`src/rtl/mem_demux4.sv`:
```
// 1-to-4 load/store request router: registers one request, strobes the slave picked by
// req_addr[SEL_LSB+1:SEL_LSB] until it acks, then returns a 1-cycle response.
// Optional ack timeout is enabled by defining MEM_DEMUX4_TIMEOUT_EN.
module mem_demux4 #(
  parameter int WIDTH   = 32,
  parameter int ADDR_W  = 32,
  parameter int SEL_LSB = 28,
  parameter int TIMEOUT = 15
) (
  input  logic                 clk,
  input  logic                 rst_n,
  input  logic                 req_valid,
  output logic                 req_ready,
  input  logic                 req_we,
  input  logic [ADDR_W-1:0]    req_addr,
  input  logic [WIDTH-1:0]     req_wdata,
  output logic                 rsp_valid,
  output logic [WIDTH-1:0]     rsp_rdata,
  output logic                 rsp_err,
  output logic [3:0]           s_valid,
  output logic                 s_we,
  output logic [ADDR_W-1:0]    s_addr,
  output logic [WIDTH-1:0]     s_wdata,
  input  logic [3:0]           s_ready,
  input  logic [4*WIDTH-1:0]   s_rdata
);

  typedef enum logic [1:0] {IDLE, ISSUE, RESP} state_t;

  state_t                    state, state_nxt;
  logic [1:0]                sel;
  logic [3:0]                sel_hot;
  logic [3:0][WIDTH-1:0]     rdata_v;
  logic                      ack;
  logic                      expire;

  for (genvar i = 0; i < 4; i++) begin : g_slave
    assign rdata_v[i] = s_rdata[i*WIDTH +: WIDTH];
    assign sel_hot[i] = (sel == 2'(i));
  end

  assign ack = (state == ISSUE) && s_ready[sel];

`ifdef MEM_DEMUX4_TIMEOUT_EN
  localparam int CW = $clog2(TIMEOUT + 1);
  logic [CW-1:0] wait_cnt;

  // Counts completed ISSUE cycles without ack; the TIMEOUT-th such cycle is the expiry cycle.
  always_ff @(posedge clk or negedge rst_n) begin
    if (!rst_n)               wait_cnt <= '0;
    else if (state != ISSUE)  wait_cnt <= '0;
    else if (!ack)            wait_cnt <= wait_cnt + 1'b1;
  end

  assign expire = (state == ISSUE) && !ack && (wait_cnt == CW'(TIMEOUT - 1));

  always_ff @(posedge clk or negedge rst_n) begin
    if (!rst_n)      rsp_err <= 1'b0;
    else if (ack)    rsp_err <= 1'b0;
    else if (expire) rsp_err <= 1'b1;
  end
`else
  assign expire  = 1'b0;
  assign rsp_err = 1'b0;
`endif

  // State register
  always_ff @(posedge clk or negedge rst_n) begin
    if (!rst_n) state <= IDLE;
    else        state <= state_nxt;
  end

  // Next-state logic
  always_comb begin
    state_nxt = state;
    case (state)
      IDLE:    if (req_valid)     state_nxt = ISSUE;
      ISSUE:   if (ack || expire) state_nxt = RESP;
      RESP:                       state_nxt = IDLE;
      default:                    state_nxt = IDLE;
    endcase
  end

  // Outputs; ready is masked by rst_n so it reads 0 while reset is held.
  always_comb begin
    req_ready = (state == IDLE) && rst_n;
    rsp_valid = (state == RESP);
    s_valid   = (state == ISSUE) ? sel_hot : 4'b0000;
  end

  always_ff @(posedge clk or negedge rst_n) begin
    if (!rst_n) begin
      sel       <= '0;
      s_we      <= 1'b0;
      s_addr    <= '0;
      s_wdata   <= '0;
      rsp_rdata <= '0;
    end else begin
      if (state == IDLE && req_valid) begin
        sel     <= req_addr[SEL_LSB+1:SEL_LSB];
        s_we    <= req_we;
        s_addr  <= req_addr;
        s_wdata <= req_wdata;
      end
      if (ack)         rsp_rdata <= s_we ? '0 : rdata_v[sel];
      else if (expire) rsp_rdata <= '0;
    end
  end

endmodule

```
`config.mk`:
```
export PLATFORM = sky130hd
export DESIGN_NAME = mem_demux4
export DESIGN_NICKNAME = d
export VERILOG_FILES = /design/src/rtl/mem_demux4.sv
export SDC_FILE = /design/constraint.sdc
export NUM_CORES = 1
export LEC_CHECK = 0
export ABC_AREA = 1
export BUFFER_PORTS_ARGS = -buffer_cell sky130_fd_sc_hd__buf_4
export CAP_MARGIN = 20
export CORE_AREA = 2 2 117 119
export CTS_BUF_LIST = sky130_fd_sc_hd__clkbuf_16
export DETAILED_ROUTE_END_ITERATION = 10
export DIE_AREA = 0 0 119 121
export PLACE_DENSITY = 0.77
export SYNTH_ARGS = -nofsm -noshare
export SYNTH_HDL_FRONTEND = slang
export SYNTH_SLANG_ARGS = --single-unit
```
`constraint.sdc`:
```
create_clock -name clk -period 1.3 [get_ports clk]
set_input_delay 0.195 -clock clk [delete_from_list [all_inputs] [get_ports clk]]
set_output_delay 0.195 -clock clk [all_outputs]
set_load 0.005 [all_outputs]
```
# [Word level (Yosys, flattened, before mapping)]
# Cells that the tools add are included.
[totals] register_bits=101 inputBits=200 output_inout_bits=104 elab_cells=29
[classes] magnitude_cmp=1 eq_ne=7 n_mux=9 reduce_logical=6
[ops] operator="binary-select mux 32 bit (select 2 bit)" n=1
[ops] operator="2-to-1 mux 32 bit" n=2
[ops] operator="equality test 2 bit, second input constant" n=3
[ops] operator="equality test 2 x 1 -> 1 bit, second input constant" n=2
[ops] operator="zero test 2 bit" n=2
[ops] operator="2-to-1 mux 2 bit" n=2
[ops] operator="2-to-1 mux 4 bit" n=1
[ops] operator="!= test 2 bit, second input constant" n=2
[ops] operator="case mux 2 bit (2 select lines)" n=1
[ops] operator="logical AND 1 bit" n=3
[ops] operator="less-than comparator 2 x 3 -> 1 bit, second input constant" n=1
[ops] operator="binary-select mux 1 bit (select 2 bit)" n=1
[ops] operator="AND reduction 2 bit" n=1
[ops] operator="2-to-1 mux 1 bit" n=1

# [Logic depth before layout (Yosys ltp)]
[depth] ltp_word=5 depth_mapped=10 ltp_nobuf=8

# [Worst setup path after synthesis]
# Ideal clock, no wire load.
[synth_path] kind="register to register" startpoint="register, netlist name s_addr[29]" endpoint="register rsp_rdata[25]" setup_ns=0.117 arrival_time_ns=1.180 t_required_ns=1.183 setup_slack_ns=0.004 stages_incl_launch_ff=10 path_buffers=3 synth_period_minus_slack_ns=1.296 path_cell_list="dfrtp_1 > buf_4 > buf_6 > buf_2 > nand3_1 > nand2_1 > nor2_1 > nor2_1 > nand2_1 > nand2_1"
[synth_rtl] element="to (signal assigned)" line_no="105" text="if (ack) rsp_rdata <= s_we ? '0 : rdata_v[sel];"
[synth_rtl] element="to (decl)" line_no="18" text="output logic [WIDTH-1:0] rsp_rdata,"

==> flow_summary_export.csv <==
group,metric,value,unit
routing,dr.pass1.iters,5,
timing,grt_setup_unrepaired,"yes",
cells_and_area,drive_gt1_frac,0.557,
timing,drv_slew,0,
timing,worst_slew_margin_rel,0.635,
flow_run,cap_violations,0,
placement,dp_hpwl,12.5,mm
power_and_ir_drop,power.leakage,4.81,nW
placement,dp_slack,-0.372,ns
global_route,grt_use_total,0.278,
timing,setup_viol,104,
routing,first_iter_violations,499,
worst_setup_path,cp-end-kind,"output port",
timing,fin_ws,-0.300,ns
floorplanning,ios,304,
timing,finalCritPeriodShare,1.23,
routing,routedWlPerCell,18.5,µm
worst_setup_path,cp_data_arrival_time,1.40,ns
synthesis,yosys-top-cells-area,"dfrtp_1, nand2_1, mux2_2",
global_route,busiest_layer,"met2",
clock_tree,cts_buffers,9,
clock_tree,clk_pin_slew_worst_paths,0.07,ns
floorplanning,start_util,0.393,
cells_and_area,final_core_util,0.691,
placement,place_congestion,0.832,
synthesis,ys_ff_latch,99,
worst_hold_path,whs_path_depth,2,
status,violations,"negative setup slack",
global_route,grt_overflow,0,
timing,final_hold_viol_count,0,
placement,place_inst,1051,
global_route,antenna_found_initial,0,
floorplanning,die_h,121,µm
cells_and_area,fin_nets,1134,
timing,fin_crit,1.60,ns
global_route,use_met3,0.0705,
cells_and_area,num_antenna_cells,0,
synthesis,ys_warn_count,0,
floorplanning,die_x,119,µm
floorplanning,core_area,13100,µm²
synthesis,synth_top_area_share,0.482,
global_route,grt_start_max_net_pins,100,
worst_setup_path,ff2ff_path_depth,10,
cells_and_area,fin_cells,1114,
status,outcome,"finished, violations left",
synthesis,netlist_area,5140,µm²
routing,vias_per_cell,5.09,
timing,clock_skew,0.00817,ns
worst_hold_path,hp-class,"primary input to flop",
clock_tree,clock-root-buffer,"clkbuf_16",
global_route,met2_usage,0.491,
cells_and_area,areaGrowthSynthToFinish,76.1,%
worst_setup_path,start_kind,"flop",
synthesis,synth.yosys.seq_area_share,0.482,
worst_setup_path,crit_path_max_fanout,4,
global_route,grt_pass1_vias,5775,
floorplanning,dieArea,14400,µm²
clock_tree,cts_tree,"done",
synthesis,syn_area_per_cell,8.66,µm²
routing,ant_nets,0,
cells_and_area,final_cell_area,9040,µm²
power_and_ir_drop,power_density,2330,nW/µm²
floorplanning,placementRows,42,
worst_setup_path,worstPathRequired,1.11,ns
global_route,grt_pass1_wl,30.7,mm
placement,portBuffers,302,
clock_tree,insertion_delay,0.35,ns
timing,worst_pin_slew,0.547,ns
synthesis,synth_nets,793,
timing,fmax,625,MHz
routing,num_vias,5665,
routing,drt_drc_violations_left,0,
global_route,gr-usage-met1,0.318,
synthesis,synthCells,593,
synthesis,yosys.area.top_type,"dfrtp_1",
clock_tree,cts_sinks,99,
clock_tree,cts.htree.levels,3,
routing,wl,20.7,mm
worst_setup_path,crit_type,"flop to output port",
synthesis,yosysUniqueCellTypes,19,
clock_tree,cts_buffer_depth,2,
placement,placed_cell_area,7590,µm²
power_and_ir_drop,ir_drop,1.42,mV
sequential cells by signal, summed over array words and instances (netlist names):
| register | cells |
|---|---|
| state | 2 |
| s_we | 1 |
| rsp_rdata | 32 |
| s_addr | 32 |
| s_wdata | 32 |
per-stage QoR:
| step | hold slack [ns] | power (mW) | TNS, ns |
|---|---|---|---|
| 6_report | 0.0725 | 21.0 | -16.52 |
| 5_1_grt | 0.0647 | 22.3 | -22.77 |
| 4_1_cts | 0.0623 | 20.2 | -12.63 |
| 3_5_place_dp | 0.346 | 14.8 | -11.24 |
| 3_3_place_gp | 0.342 | 14.5 | -9.99 |
| 2_1_floorplan | -0.101 | 10.6 | 0 |
report_power, final:
| part | leakage (nW) | switching, mW | internal (mW) |
|---|---|---|---|
| Combinational | 3.48 | 5.96 | 7.22 |
| Clock | 0.121 | 1.18 | 1.29 |
| Sequential | 1.20 | 0.881 | 4.51 |
synthesized netlist by cell type (all sizes together):
cell type	count
nand2	202
dfrtp	99
nand3	99
nor2	72
mux2	63
buf	39
inv	6
clkbuf	4
nor3	4
a21oi	2
conb	1
nor3b	1
o21ai	1
critical path, stage by stage, from the launching register on:
cell and delay [ns]:
dfrtp_2 0.45, inv_4 0.05, buf_8 0.12, buf_12 0.12, nor3_4 0.17, buf_4 0.14
path summary, 6_finish.rpt:
check | start | end | slack [ns]
worst max-delay path | s_addr[29] | s_valid[2] | -0.30
worst min-delay path | req_addr[15] | s_addr[15] | 0.07
worst max register to register | s_addr[29] | rsp_rdata[1] | -0.25
worst min register to register | rsp_rdata[23] | rsp_rdata[23] | 0.48
max in group asynchronous | rst_n | s_addr[14] | 0.36
min in group asynchronous | rst_n | rsp_rdata[29] | 0.51
routing by layer:
layer	share of wire	routed length (µm)	up-vias
met4	0.037	765	0
met1	0.38	7770	2716
met5	0	0	-
met3	0.075	1550	60
met2	0.51	10600	281
li1	-	-	2608
cells in the final DEF, fill, tap and decap left out, types with 7 or more instances in the layout:
master and count:
buf_12 18, buf_16 11, buf_4 317, buf_6 17, clkbuf_16 14, dfrtp_1 97
mux2_2 48, mux2_4 15, nand2_1 158, nand2_2 33, nand2_4 10, nand3_1 97
nor2_1 55, nor2_2 11, nor2_4 7
timing repair:
item | in CTS | in global routing
hold buffers | 1 | 0
buffers inserted | 27 | 4
pin swaps | 28 | 59
gates resized for setup | 73 | 65
endpoints found under the setup margin | 53 | 107
endpoints found under the hold margin | 99 | 0
cloned | 14 | 4
kinds of logic after synthesis:
family,count (synthesis),synth area share
buffers and inverters,49,0.0594
muxes,63,0.149
DFF,99,0.482
and+or+nand+nor,378,0.305
AOI/OAI and AO/OA,3,0.00292
other,1,0.000730
cell type report:
| class | count | area [µm²] |
|---|---|---|
| fillers | 1028 | 4040 |
| repair buffers | 372 | 3410 |
| multi-input cells | 446 | 2640 |
| flip-flops and latches | 99 | 2480 |
| clock buffers | 9 | 225 |
| well taps | 176 | 220 |
| clock inverters | 6 | 42.5 |
| inverters | 6 | 27.5 |
Power figures use the tool's default switching activity.
